<file path="config.mk">
export PLATFORM = sky130hd
export DESIGN_NAME = mac_accum
export DESIGN_NICKNAME = d
export VERILOG_FILES = /design/src/rtl/mac_pkg.sv /design/src/rtl/sm_mult.sv /design/src/rtl/mac_accum.sv
export SDC_FILE = /design/constraint.sdc
export NUM_CORES = 1
export LEC_CHECK = 0
export BUFFER_PORTS_ARGS = -buffer_cell sky130_fd_sc_hd__buf_2
export CORE_MARGIN = 2
export CORE_UTILIZATION = 54
export CTS_CLUSTER_DIAMETER = 40
export DETAILED_ROUTE_END_ITERATION = 8
export GPL_TIMING_DRIVEN = 0
export PLACE_DENSITY = 0.82
export SYNTH_ARGS = -nofsm -noshare
export SYNTH_HDL_FRONTEND = slang
export SYNTH_SLANG_ARGS = --single-unit
</file>
<file path="constraint.sdc">
create_clock -name clk -period 6.3 [get_ports clk]
set_input_delay 0.63 -clock clk [delete_from_list [all_inputs] [get_ports clk]]
set_output_delay 0.63 -clock clk [all_outputs]
set_load 0.05 [all_outputs]
</file>
<file path="src/rtl/mac_pkg.sv">
// mac_pkg: shared types, widths and sign-magnitude helpers for the
// mac_accum multiply-accumulate stage.
package mac_pkg;

    // Width of one sign-magnitude activation or weight.
    localparam int SM8_W  = 8;
    // Product magnitude is 7x7 = 14 bits; one more bit holds the two's-complement sign.
    localparam int PROD_W = 2 * (SM8_W - 1) + 1;
    // Working width of the conversion helpers; callers narrow the result.
    // Widths handled by the helpers must not exceed this (Width+8 <= 64).
    localparam int FN_W   = 64;

    typedef enum logic [1:0] {
        ACC   = 2'd0,
        DRAIN = 2'd1,
        OUT   = 2'd2
    } state_e;

    // Sign-magnitude value of width w (sign in bit w-1) to two's complement.
    function automatic logic signed [FN_W-1:0] sm_to_tc(input logic [FN_W-1:0] sm, input int w);
        logic [FN_W-1:0] mag;
        logic            sign;
        mag  = sm & ((FN_W'(1) << (w - 1)) - FN_W'(1));
        sign = |(sm & (FN_W'(1) << (w - 1)));
        return sign ? -$signed(mag) : $signed(mag);
    endfunction

    // Two's complement to w-bit sign-magnitude, saturating the magnitude to
    // 2^(w-1)-1. A zero magnitude never carries a negative sign.
    function automatic logic [FN_W-1:0] tc_to_sm_sat(input logic signed [FN_W-1:0] tc, input int w);
        logic [FN_W-1:0] mag;
        logic [FN_W-1:0] max_mag;
        logic            neg;
        max_mag = (FN_W'(1) << (w - 1)) - FN_W'(1);
        neg     = tc[FN_W-1];
        mag     = neg ? FN_W'(-tc) : FN_W'(tc);
        if (mag > max_mag) begin
            mag = max_mag;
        end
        return (neg && (mag != '0)) ? (mag | (FN_W'(1) << (w - 1))) : mag;
    endfunction

endpackage

</file>
<file path="src/rtl/sm_mult.sv">
// sm_mult: registered 8x8 sign-magnitude multiplier. One cycle latency,
// two's-complement product with a matching valid bit.
module sm_mult
    import mac_pkg::*;
(
    input  logic                     clk,
    input  logic                     rstn,
    input  logic                     in_valid_i,
    input  logic [SM8_W-1:0]         act_i,
    input  logic [SM8_W-1:0]         wgt_i,
    output logic                     prod_valid_o,
    output logic signed [PROD_W-1:0] prod_o
);

    logic [PROD_W-2:0]         mag;
    logic                      sign;
    logic signed [PROD_W-1:0]  prod_d;
    logic signed [PROD_W-1:0]  prod_q;
    logic                      prod_valid_q;

    // Form the product magnitude and sign; a zero product is forced positive.
    // NOTE: every variable written in an always_comb is assigned on every path, so no latch is inferred.
    always_comb begin
        mag    = act_i[SM8_W-2:0] * wgt_i[SM8_W-2:0];
        sign   = (act_i[SM8_W-1] ^ wgt_i[SM8_W-1]) & (|mag);
        prod_d = PROD_W'(sm_to_tc(FN_W'({sign, mag}), PROD_W));
    end

    // Register the product; it only moves when a pair is accepted.
    // NOTE: sequential state uses non-blocking assignments so all flops update together at the edge.
    always_ff @(posedge clk or negedge rstn) begin
        if (!rstn) begin
            prod_valid_q <= 1'b0;
            prod_q       <= '0;
        end else begin
            prod_valid_q <= in_valid_i;
            if (in_valid_i) begin
                prod_q <= prod_d;
            end
        end
    end

    assign prod_valid_o = prod_valid_q;
    assign prod_o       = prod_q;

endmodule

</file>
<file path="src/rtl/mac_accum.sv">
// mac_accum: sign-magnitude multiply-accumulate over LEN pairs with a
// saturating Width-bit sign-magnitude result.
// Optional feature: define MAC_BIAS_EN to add a bias port that seeds each group.
module mac_accum
    import mac_pkg::*;
#(
    parameter int LEN   = 9,
    parameter int Width = 20
) (
    input  logic             clk,
    input  logic             rstn,
    input  logic             in_valid,
    output logic             in_ready,
    input  logic [SM8_W-1:0] in_act,
    input  logic [SM8_W-1:0] in_wgt,
    output logic             out_valid,
    input  logic             out_ready,
    output logic [Width-1:0] out_data
`ifdef MAC_BIAS_EN
    ,
    input  logic [Width-1:0] bias
`endif
);

    // Eight guard bits cover 255 terms of up to 2^14 each without overflow.
    localparam int              ACC_W    = Width + 8;
    localparam int              CNT_W    = (LEN > 1) ? $clog2(LEN) : 1;
    localparam logic [CNT_W-1:0] CNT_LAST = CNT_W'(LEN - 1);

    state_e                    state_q, state_d;
    logic [CNT_W-1:0]          cnt_q, cnt_d;
    logic signed [ACC_W-1:0]   acc_q, acc_d;
    logic signed [ACC_W-1:0]   bias_add;
    logic [Width-1:0]          out_data_q, out_data_d;
    logic                      live_q;
    logic                      in_xfer;
    logic                      out_xfer;
    logic                      prod_valid;
    logic signed [PROD_W-1:0]  prod;

    // Handshake outputs decode registered state only; out_ready never reaches in_ready.
    assign in_ready  = live_q && (state_q == ACC);
    assign out_valid = (state_q == OUT);
    assign out_data  = out_data_q;
    assign in_xfer   = in_valid && in_ready;
    assign out_xfer  = out_valid && out_ready;

    sm_mult u_mult (
        .clk          (clk),
        .rstn         (rstn),
        .in_valid_i   (in_xfer),
        .act_i        (in_act),
        .wgt_i        (in_wgt),
        .prod_valid_o (prod_valid),
        .prod_o       (prod)
    );

`ifdef MAC_BIAS_EN
    logic                    first_q;
    logic signed [ACC_W-1:0] bias_q;

    // Capture the bias with the first pair of a group; it lands with that product.
    always_ff @(posedge clk or negedge rstn) begin
        if (!rstn) begin
            first_q <= 1'b0;
            bias_q  <= '0;
        end else begin
            first_q <= in_xfer && (cnt_q == '0);
            if (in_xfer && (cnt_q == '0)) begin
                bias_q <= ACC_W'(sm_to_tc(FN_W'(bias), Width));
            end
        end
    end

    assign bias_add = first_q ? bias_q : '0;
`else
    assign bias_add = '0;
`endif

    // Hold in_ready low until the first edge after reset release.
    always_ff @(posedge clk or negedge rstn) begin
        if (!rstn) begin
            live_q <= 1'b0;
        end else begin
            live_q <= 1'b1;
        end
    end

    // Next state: accept LEN pairs, one drain cycle for the last product, then hold the result.
    always_comb begin
        state_d = state_q;
        unique case (state_q)
            ACC:     if (in_xfer && (cnt_q == CNT_LAST)) state_d = DRAIN;
            DRAIN:   state_d = OUT;
            OUT:     if (out_xfer) state_d = ACC;
            default: state_d = ACC;
        endcase
    end

    // Term counter, accumulator and result register next-state.
    always_comb begin
        cnt_d      = cnt_q;
        acc_d      = acc_q;
        out_data_d = out_data_q;
        if (in_xfer && (cnt_q != CNT_LAST)) begin
            cnt_d = cnt_q + 1'b1;
        end
        if (prod_valid) begin
            acc_d = acc_q + bias_add + ACC_W'(prod);
        end
        // The last product is being added during DRAIN, so convert the sum that is about to land.
        if (state_q == DRAIN) begin
            out_data_d = Width'(tc_to_sm_sat(FN_W'(acc_d), Width));
        end
        if (out_xfer) begin
            cnt_d = '0;
            acc_d = '0;
        end
    end

    // State, counter, accumulator and result registers.
    // NOTE: the accumulator is reset as well as cleared per group, so a reset mid-group discards the partial sum.
    always_ff @(posedge clk or negedge rstn) begin
        if (!rstn) begin
            state_q    <= ACC;
            cnt_q      <= '0;
            acc_q      <= '0;
            out_data_q <= '0;
        end else begin
            state_q    <= state_d;
            cnt_q      <= cnt_d;
            acc_q      <= acc_d;
            out_data_q <= out_data_d;
        end
    end

endmodule

</file>
==> results.md, run 1 <==
* Clock sinks at 71
* Dpl cells at 1117
* Cts repair resizes at 0
* Main synth FF type: dfrtp_1
* Reg2Reg Depth at 14
* Row Count at 42
* Yosys warning count at 0
* Area leader, netlist: dfrtp_1
* Fillcell total at 1182
* Vias in the first global route at 6644
* Total track usage at 0.262
* TritonCTS buffer count at 9
* Setup Crit Path Kind: input pin to register
* Via count at 6973
* Critical Path Sink: u_mult.prod_o[9]$_DFFE_PN0P_
* Crit path max-delay cell type: fa_1
* Clock root buffer: clkbuf_16
* Max Root-Sink Buffers at 2
* XOR/XNOR Fraction of Synth Area at 0.0537
* # hold bufs at CTS at 0
* Final setup vio count at 0
* Crit path max fanout at 8
* R2r startpoint: u_mult.prod_o[14]$_DFFE_PN0P_
* Count leader, synth: nand2_1
* Initial DRC Count at 534
* Layout Cells excl Fill at 1133
* Antenna cell count at 0
* Mux cell area share after synthesis at 0.0171
* Top cells by count, synth: nand2_1 (115), nor2_1 (90), dfrtp_1 (71), ha_1 (63), a21oi_1 (58)
* Crit end category: register
* Area of placed instances at 7790 µm²
* Tmin final at 5550 ps
* First-pass GRT wire length at 31.2 mm
* Clk_skew at 8.44 ps
* Crit-path most repeated cell: fa_1
* Max Freq at 180 MHz
* Post-CTS setup buffer count at 0
* Max VDD drop at 0.317 mV
* Hold Vio Cnt, Final at 0
* Setup TNS at 0 ps
* Routed Antenna Nets at 0
* DP Wirelength at 14.1 mm
* Synth Net Count at 1007
* Largest net degree at the start of global routing at 46
* Combinational family with the most area after synthesis: simple AND/OR/NAND/NOR gates
* CTS clk-pin slew, worst paths at 60 ps
* Worst Max-Slew Pin Slew at 1170 ps
* Number of synthesized flops with an enable pin at 0
* Post-synth top area share at 0.242
* Top cell family by delay on the critical path: adder cells
* Initial Utilization at 0.554
* Area of the die at 14500 µm²
* Worst Setup Start Kind: input pin
* Worst reg2reg path endpoint: out_data[7]$_DFFE_PN0N_
* Num ports at 42
* #FFs+latches synth at 71
* Placer Congestion at 0.936
* CTS tree: built
* Buf/Inv on CP at 3
* Synthesized area per cell at 8.16 µm²
* Critical Path, Cell by Cell: buf_2, and2_1, fa_1, inv_1, fa_1, fa_1, inv_1, fa_1, ha_1, a21boi_0, o21ai_0, a21boi_0, o21a_1, or3_1, a2111o_1, o31a_1, and2_1, xnor2_1, o21ai_0
* Mapped cell area at 7340 µm²
* Final #Nets at 1060
* Reg2reg setup slack at 1110 ps
* Yosys cell types at 79
* Synthesized-area fraction occupied by adder cells at 0.176
* CP Launch Point: in_act[3]
* Drt via density at 6.15
* Synth Area in Simple Gates at 0.244
* Compound-Gate Fraction of Synth Area at 0.225
* Die Width at 121 µm
* Clk Latency, worst-skew pair at 350 ps
* Leakage Power at 3.65 nW
* Drc violations at 0
* Critical Path RT at 6520 ps
* Unrepaired setup endpoints after global routing: no
* Final Slew Violations at 0
* Synth Instances at 899
* Ys async rst share at 1.00
* IO buf count at 41
* CP peak stage delay at 540 ps
* H-tree levels at 3
* Antenna violations before repair at 0
* WP data arrival at 5770 ps
* CP Depth at 19
* Core box area at 13200 µm²
* Ranking of synthesized cells by area: dfrtp_1 (24%), ha_1 (11%), fa_1 (6.8%)
* Share of cells above drive strength 1 at 0.106
* Max_slew headroom at 0.208
* Final Instance Area at 8110 µm²
* DR WL/cell at 16.2 µm
* DIE HEIGHT at 121 µm
* Status: completed
* Max Cap Viol at 0
* Area grow syn2layout at 10.6%
* Register area share after synthesis at 0.242
* Min-delay worst type: input pin to async pin
* Post-Route WL at 18.4 mm
* Pwr dens at 551 nW/µm²
* Pre-Repair DR Iteration Count at 8
* Pwr Total at 4.47 mW
* Grt total ovfl at 0
* Period Utilization, post-route at 0.882
-- where the power goes --
group          internal (mW)  switching, mW  total [mW]
sequential             0.658          0.142       0.799
combinational           1.09           2.02        3.11
clock                  0.348          0.217       0.565
-- flip-flops by register name, indices dropped and copies added, names as in the netlist --
name and cells:
u_mult.prod_o 15, state_q 2, cnt_q 4, live_q 1, acc_q 28, u_mult.prod_valid_o 1
out_data 20
-- worst register-to-register path, stage by stage, from the launching register on --
cell and delay [ps]:
dfrtp_1 780, ha_1 430, a21oi_1 340, o21ai_0 250
nor3_1 260, o21ai_0 220, a211oi_1 740, and3_1 360
nor4b_1 340, o21bai_1 100, o22a_1 220, a211o_1 270
nor4_4 450, buf_6 250, a21oi_2 70
-- kinds of logic (layout without fill, tap and decap cells) --
logic type	count (synthesis)	in the layout
buffers and inverters	78	136
adder cells (fa/ha/maj)	88	88
AO/OA/AOI/OAI	238	238
other	1	1
XOR/XNOR	45	45
multiplexers	12	12
AND/OR/NAND/NOR	366	366
flip-flops	71	71
-- layer usage --
metal	wire, µm	global-route usage	vias to the layer above
met2	8670	0.437	256
met4	416	0.0792	0
li1	-	-	3335
met5	0	0	-
met1	8190	0.351	3346
met3	1070	0.0392	36
-- per-stage QoR --
step                       util  hold WS (ps)  worst slack [ps]
after floorplan               -           334               879
after global placement    0.586           471               429
after global routing      0.613           239               397
after detailed placement  0.588           475               409
after CTS                 0.613           222               754
final                     0.613           196               746
-- area by class of cell --
type | count | area, µm² | area share
inverters | 50 | 188 | 0.0231
plain buffers | 28 | 121 | 0.0150
repair buffers | 42 | 235 | 0.0290
well taps | 176 | 220 | 0.0271
multi-input cells | 750 | 5250 | 0.647
clock buffers | 9 | 225 | 0.0278
clock inverters | 7 | 96.3 | 0.0119
flip-flops and latches | 71 | 1780 | 0.219
-- worst min path at each step --
stage	to	cells past startpoint	start
5_1_grt	acc_q[21]$_DFF_PN0_	1	rstn
2_1_floorplan	acc_q[0]$_DFF_PN0_	0	rstn
3_3_place_gp	u_mult.prod_o[6]$_DFFE_PN0P_	2	u_mult.prod_o[6]$_DFFE_PN0P_
3_5_place_dp	u_mult.prod_o[5]$_DFFE_PN0P_	2	u_mult.prod_o[5]$_DFFE_PN0P_
4_1_cts	acc_q[21]$_DFF_PN0_	1	rstn
6_report	acc_q[21]$_DFF_PN0_	1	rstn
-- cell usage in the layout (no fill, tap or decap), types with 5 or more instances in the layout --
| master | count |
|---|---|
| a21oi_1 | 58 |
| clkbuf_1 | 20 |
| o31ai_1 | 5 |
| xor2_1 | 16 |
| and3_1 | 9 |
| nand4_1 | 10 |
| nand3_1 | 17 |
| a211o_1 | 5 |
| nand3b_1 | 5 |
| o21a_1 | 8 |
| or3_1 | 10 |
| o22ai_1 | 5 |
| nor3_1 | 33 |
| nand2_1 | 115 |
| nor2_1 | 90 |
| a2111oi_0 | 5 |
| nor2b_1 | 15 |
| mux2i_1 | 8 |
| inv_1 | 48 |
| a21boi_0 | 5 |
| clkbuf_16 | 9 |
| and2_1 | 25 |
| nand2b_1 | 11 |
| a21o_1 | 10 |
| o21ai_0 | 45 |
| xnor2_1 | 29 |
| fa_1 | 25 |
| a21oi_2 | 11 |
| ha_1 | 63 |
| dfrtp_1 | 71 |
| buf_2 | 47 |
| a211oi_1 | 12 |
| a31oi_1 | 9 |
| o211ai_1 | 10 |
(Power assumes the default switching activity.)
==> run 2, diff against run 1 <==
Settings changed: CORE_MARGIN 2 to default.
Clock period 6.3 ns to 7.1 ns, I/O delays scaled along.
==> results.md, run 2 (synthesis results as in run 1) <==
* Critical Path, Cell by Cell: buf_2, and2_1, fa_1, inv_1, fa_1, fa_1, inv_1, fa_1, ha_1, a21boi_0, o21ai_0, a21boi_0, o21a_1, or3_1, a2111o_1, o31a_1, and2_1, xnor2_1, o21ai_0 (unchanged)
* Layout Cells excl Fill at 1133 (unchanged)
* Clock root buffer: clkbuf_16 (unchanged)
* Post-layout util at 0.611 (was 0.613)
* Hold Vio Cnt, Final at 0 (unchanged)
* Largest Register: acc_q (unchanged)
* Setup WS pre-CTS at 1090 ps (was 409 ps)
* Drt via density at 6.12 (was 6.15)
* CTS tree: built (unchanged)
* Row Count at 42 (unchanged)
* Area of placed instances at 7790 µm² (unchanged)
* Min-delay worst type: input pin to async pin (unchanged)
* CTS clk-pin slew, worst paths at 60 ps (about the same)
* Die Width at 119 µm (was 121 µm)
* Clk_skew at 7.44 ps (was 8.44 ps)
* Unrepaired setup endpoints after global routing: no (unchanged)
* Vias in the first global route at 6743 (was 6644)
* Setup TNS at 0 ps (unchanged)
* Sequential power share at 0.180 (was 0.179)
* CP peak stage delay at 540 ps (about the same)
* Final #Nets at 1060 (unchanged)
* Critical Path RT at 7350 ps (was 6520 ps)
* Num ports at 42 (unchanged)
* Core box area at 13200 µm² (unchanged)
* Period Utilization, post-route at 0.805
* Grt total ovfl at 0 (unchanged)
* H-tree levels at 3 (unchanged)
* DIE HEIGHT at 119 µm (was 121 µm)
* Total track usage at 0.268 (was 0.262)
* Share of cells above drive strength 1 at 0.106 (unchanged)
* Top cell family by delay on the critical path: adder cells (unchanged)
* Net Sw Power at 2.11 mW (was 2.38 mW)
* Clock sinks at 71 (unchanged)
* First-pass GRT wire length at 30.8 mm (was 31.2 mm)
* Via count at 6935 (was 6973)
* Commonest cells after routing, fill and taps aside: nand2_1 (115), nor2_1 (90), dfrtp_1 (71) (unchanged)
* Final setup vio count at 0 (unchanged)
* Worst setup margin at 1380 ps (was 746 ps)
* Tmin final at 5720 ps
* Cts repair resizes at 0 (unchanged)
* Max Cap Viol at 0 (unchanged)
* Crit-path most repeated cell: fa_1 (unchanged)
* Worst Setup Start Kind: input pin (unchanged)
* Pwr dens at 486 nW/µm² (was 551 nW/µm²)
* Area of the die at 14100 µm² (was 14500 µm²)
* DP Wirelength at 14.3 mm (was 14.1 mm)
* DR WL/cell at 16.2 µm (about the same)
* Max VDD drop at 0.221 mV (was 0.317 mV)
* Buf/Inv on CP at 3 (unchanged)
* Clk Latency, worst-skew pair at 340 ps (was 350 ps)
* TritonCTS buffer count at 9 (unchanged)
* Initial Utilization at 0.554 (unchanged)
* Gate power share at 0.700 (was 0.695)
* # hold bufs at CTS at 0 (unchanged)
* IO buf count at 41 (unchanged)
* Max Freq at 175 MHz
* Most common cell after layout, fill and taps aside: nand2_1 (unchanged)
* Worst Max-Slew Pin Slew at 1010 ps (was 1170 ps)
* Crit path max-delay cell type: fa_1 (unchanged)
* WP data arrival at 5970 ps (was 5770 ps)
* Placer Congestion at 0.925 (was 0.936)
* Pre-Repair DR Iteration Count at 5 (was 8)
* Status: completed (unchanged)
* Drc violations at 0 (unchanged)
* Crit end category: register (unchanged)
* Crit path max fanout at 8 (unchanged)
* Antenna cell count at 0 (unchanged)
* Clock power frac at 0.120 (was 0.126)
* Initial DRC Count at 650 (was 534)
* Dpl cells at 1117 (unchanged)
* Final Slew Violations at 0 (unchanged)
* Final Instance Area at 8100 µm² (was 8110 µm²)
* Fillcell total at 1196 (was 1182)
* Leakage Power at 3.63 nW (was 3.65 nW)
* Post-Route WL at 18.3 mm (was 18.4 mm)
* Number of flip-flops in the largest register at 28 (unchanged)
* Setup Crit Path Kind: input pin to register (unchanged)
* Area grow syn2layout at 10.4% (was 10.6%)
* Post-CTS setup buffer count at 0 (unchanged)
* Max_slew headroom at 0.319 (was 0.208)
* Antenna violations before repair at 0 (unchanged)
* Routed Antenna Nets at 0 (unchanged)
* Largest net degree at the start of global routing at 49 (was 46)
* Switching share of power at 0.536 (was 0.532)
* Max Root-Sink Buffers at 2 (unchanged)
* Pint at 1.83 mW (was 2.09 mW)
run 2: cell types whose count changed in the layout (fill, tap and decap cells not counted):
cell        before  now
bufinv_16        2    1
inv_6            1    3
clkinvlp_4       0    3
clkinv_4         2    0
clkinv_2         2    0
run 2: stage by stage:
stage,hold slack [ps],power [mW]
floorplan,414,2.81
global placement,471,3.34
detailed placement,475,3.40
CTS,287,3.89
global route,302,4.25
finish,273,3.94
run 2: metal layers:
metal,part of all wire,vias to the layer above,GRT usage
met1,0.45,3306,0.347
met2,0.47,242,0.450
met3,0.050,41,0.0372
met4,0.028,0,0.109
li1,-,3346,-
met5,0,-,0
run 2: power groups by stage:
stage               clock, mW  sequential [mW]  combinational, mW
floorplan                   0            0.862               1.95
global placement            0            0.708               2.64
detailed placement          0            0.715               2.69
CTS                     0.472            0.709               2.71
global route            0.487            0.729               3.04
finish                  0.471            0.711               2.76
run 2: layout make-up:
class                   count  area, µm²  share of cell area
multi-input cells         750       5250               0.649
flip-flops and latches     71       1780               0.219
repair buffers             42        235              0.0291
clock buffers               9        225              0.0278
well taps                 176        220              0.0272
inverters                  50        188              0.0232
plain buffers              28        121              0.0150
clock inverters             7       78.8             0.00974
run 2: final timing paths:
| path | from | end | slack [ps] | depth (start not counted) |
|---|---|---|---|---|
| hold reg to reg | u_mult.prod_o[5]$_DFFE_PN0P_ | u_mult.prod_o[5]$_DFFE_PN0P_ | 480 | 2 |
| hold / removal | rstn | acc_q[21]$_DFF_PN0_ | 270 | 1 |
| setup reg to reg | acc_q[0]$_DFF_PN0_ | out_data[14]$_DFFE_PN0N_ | 1850 | 15 |
| setup / recovery | in_act[3] | u_mult.prod_o[9]$_DFFE_PN0P_ | 1380 | 19 |
| max in group asynchronous | rstn | out_data[0]$_DFFE_PN0N_ | 6280 | 2 |
| min in group clk | u_mult.prod_o[5]$_DFFE_PN0P_ | u_mult.prod_o[5]$_DFFE_PN0P_ | 480 | 2 |
==> run 3, diff against run 2 <==
Settings changed: ABC_AREA from default to 1.
Clock period 7.1 ns to 5.6 ns, I/O delays scaled along.
==> results.md, run 3 <==
* Synth Instances at 1276 (was 899)
* DP Wirelength at 16.0 mm (was 14.3 mm)
* Setup Crit Path Kind: input pin to register (unchanged)
* Post-layout util at 0.613 (was 0.611)
* Register area share after synthesis at 0.216 (was 0.242)
* Synthesized area per cell at 6.44 µm² (was 8.16 µm²)
* Placer Congestion at 0.951 (was 0.925)
* Buf/Inv on CP at 6 (was 3)
* CTS tree: built (unchanged)
* Top cells by count, synth: nand2_1 (424), inv_1 (202), nand3_1 (129), nor2_1 (82), dfrtp_1 (71) (was nand2_1 (115), nor2_1 (90), dfrtp_1 (71), ha_1 (63), a21oi_1 (58))
* Crit path max fanout at 10 (was 8)
* Worst Setup Start Kind: input pin (unchanged)
* Initial DRC Count at 683 (was 650)
* WP data arrival at 5510 ps (was 5970 ps)
* Antenna cell count at 0 (unchanged)
* Area leader, netlist: dfrtp_1 (unchanged)
* Via count at 8101 (was 6935)
* Hold Vio Cnt, Final at 0 (unchanged)
* Crit-path most repeated cell: nand2_1 (was fa_1)
* CTS clk-pin slew, worst paths at 60 ps (about the same)
* Layout Cells excl Fill at 1519 (was 1133)
* Area of the die at 15700 µm² (was 14100 µm²)
* Critical Path RT at 5830 ps (was 7350 ps)
* Top cell family by delay on the critical path: adder cells (unchanged)
* Core box area at 14700 µm² (was 13200 µm²)
* Period Utilization, post-route at 0.941
* Area grow syn2layout at 9.63% (was 10.4%)
* Post-Route WL at 19.8 mm (was 18.3 mm)
* Ys async rst share at 1.00 (unchanged)
* Share of cells above drive strength 1 at 0.145 (was 0.106)
* Initial Utilization at 0.559 (was 0.554)
* Yosys warning count at 0 (unchanged)
* Yosys cell types at 47 (was 79)
* Post-synth top area share at 0.216 (was 0.242)
* Routed Antenna Nets at 0 (unchanged)
* #FFs+latches synth at 71 (unchanged)
* Final #Nets at 1438 (was 1060)
* Row Count at 44 (was 42)
* Main synth FF type: dfrtp_1 (unchanged)
* CP peak stage delay at 550 ps (was 540 ps)
* Tmin final at 5270 ps
* TritonCTS buffer count at 9 (unchanged)
* Drc violations at 0 (unchanged)
* Drt via density at 5.33 (was 6.12)
* H-tree levels at 3 (unchanged)
* Ranking of synthesized cells by area: dfrtp_1 (22%), nand2_1 (19%), ha_1 (9.6%) (was dfrtp_1 (24%), ha_1 (11%), fa_1 (6.8%))
* Worst Max-Slew Pin Slew at 692 ps (was 1010 ps)
* Vias in the first global route at 7672 (was 6743)
* Reg2reg setup slack at 1650 ps (was 1850 ps)
* DIE HEIGHT at 125 µm (was 119 µm)
* IO buf count at 41 (unchanged)
* Most common cell after layout, fill and taps aside: nand2_1 (unchanged)
* Pre-Repair DR Iteration Count at 5 (unchanged)
* Crit path max-delay cell type: fa_1 (unchanged)
* Largest Register: acc_q (unchanged)
* Pwr dens at 574 nW/µm² (was 486 nW/µm²)
* Largest net degree at the start of global routing at 45 (was 49)
* Clk Latency, worst-skew pair at 340 ps (about the same)
* Clock sinks at 71 (unchanged)
* Final setup vio count at 0 (unchanged)
* Max VDD drop at 0.271 mV (was 0.221 mV)
* Number of flip-flops in the largest register at 28 (unchanged)
* Commonest cells after routing, fill and taps aside: nand2_1 (423), inv_1 (202), nand3_1 (129) (was nand2_1 (115), nor2_1 (90), dfrtp_1 (71))
* Min-delay worst type: input pin to async pin (unchanged)
* Number of synthesized flops with an enable pin at 0 (unchanged)
* Max_slew headroom at 0.539 (was 0.319)
* Fillcell total at 1328 (was 1196)
* Clock root buffer: clkbuf_16 (unchanged)
* Num ports at 42 (unchanged)
* Count leader, synth: nand2_1 (unchanged)
* Dpl cells at 1502 (was 1117)
* DR WL/cell at 13.0 µm (was 16.2 µm)
* Max Freq at 190 MHz
* Max Root-Sink Buffers at 2 (unchanged)
* First-pass GRT wire length at 34.8 mm (was 30.8 mm)
* # hold bufs at CTS at 0 (unchanged)
* Antenna violations before repair at 0 (unchanged)
* Leakage Power at 5.20 nW (was 3.63 nW)
* Synth Net Count at 1384 (was 1007)
* Clk_skew at 7.34 ps (was 7.44 ps)
* Max Cap Viol at 0 (unchanged)
* Mapped cell area at 8220 µm² (was 7340 µm²)
* Die Width at 125 µm (was 119 µm)
* Grt total ovfl at 0 (unchanged)
* Total track usage at 0.271 (was 0.268)
* Status: completed (unchanged)
* Final Slew Violations at 0 (unchanged)
* Crit end category: register (unchanged)
==> run 3: final timing paths <==
check	cells past startpoint	to	startpoint
max	28	u_mult.prod_o[13]$_DFFE_PN0P_	in_act[3]
min	1	u_mult.prod_o[13]$_DFFE_PN0P_	rstn
max reg2reg	23	out_data[19]$_DFFE_PN0N_	u_mult.prod_o[14]$_DFFE_PN0P_
min reg2reg	2	u_mult.prod_o[12]$_DFFE_PN0P_	u_mult.prod_o[12]$_DFFE_PN0P_
max in group asynchronous	2	out_data[0]$_DFFE_PN0N_	rstn
min in group clk	2	state_q[1]$_DFFE_PN0P_	out_ready
==> run 3: per-layer routing <==
layer,vias up,global-route usage,share of wire
li1,4081,-,-
met1,3713,0.363,0.45
met2,264,0.449,0.46
met3,43,0.0372,0.061
met4,0,0.0890,0.028
met5,-,0,0
==> run 3: report_power, final <==
group	switching [mW]	total [mW]	internal, mW
Combinational	2.47	3.66	1.19
Clock	0.238	0.601	0.362
Sequential	0.176	0.911	0.735
==> run 3: worst reg2reg max path: cells and delay by family, from the launching register on <==
family                   cells  cell delay, ps
adder cells (fa/ha/maj)      1             430
AO/OA/AOI/OAI                1             250
flip-flops                   1             780
buffers and inverters        3             370
AND/OR/NAND/NOR             17            1760
XOR/XNOR                     1             280
==> run 3: cells by family (layout without fill, tap and decap cells) <==
family                     count (synthesis)  after routing  synth area share
DFF                                       71             71             0.216
xor gates and xnor gates                  25             25            0.0266
adders and majority gates                 88             88             0.157
and+or+nand+nor                          757            757             0.418
other                                      1              1          0.000456
buffers and inverters                    250            309             0.123
AOI/OAI and AO/OA                         84             84            0.0592
==> run 3: layout make-up <==
cell class / count / area [µm²] / area share
repair buffers: 43 / 243 / 0.0269
multi-input cells: 955 / 5450 / 0.604
well taps: 184 / 230 / 0.0255
clock inverters: 5 / 63.8 / 0.00708
flip-flops and latches: 71 / 1780 / 0.197
inverters: 227 / 855 / 0.0948
plain buffers: 23 / 158 / 0.0175
clock buffers: 11 / 243 / 0.0269
==> run 3: what timing repair did <==
action | in CTS | in global routing
setup buffers | 0 | 1
setup endpoints to repair | 0 | 13
resized for setup | 0 | 8
==> run 3: metrics by stage <==
stage	hold WS [ps]	instance area, µm²	setup slack, ps	setup TNS, ps	power, mW
after floorplan	264	8220	666	0	3.75
after global placement	471	8660	7.28	0	4.42
after detailed placement	476	8690	-42.2	-104	4.50
after CTS	157	8990	277	0	5.14
after global routing	173	9010	-12.0	-13.4	5.72
final	140	9010	328	0	5.17
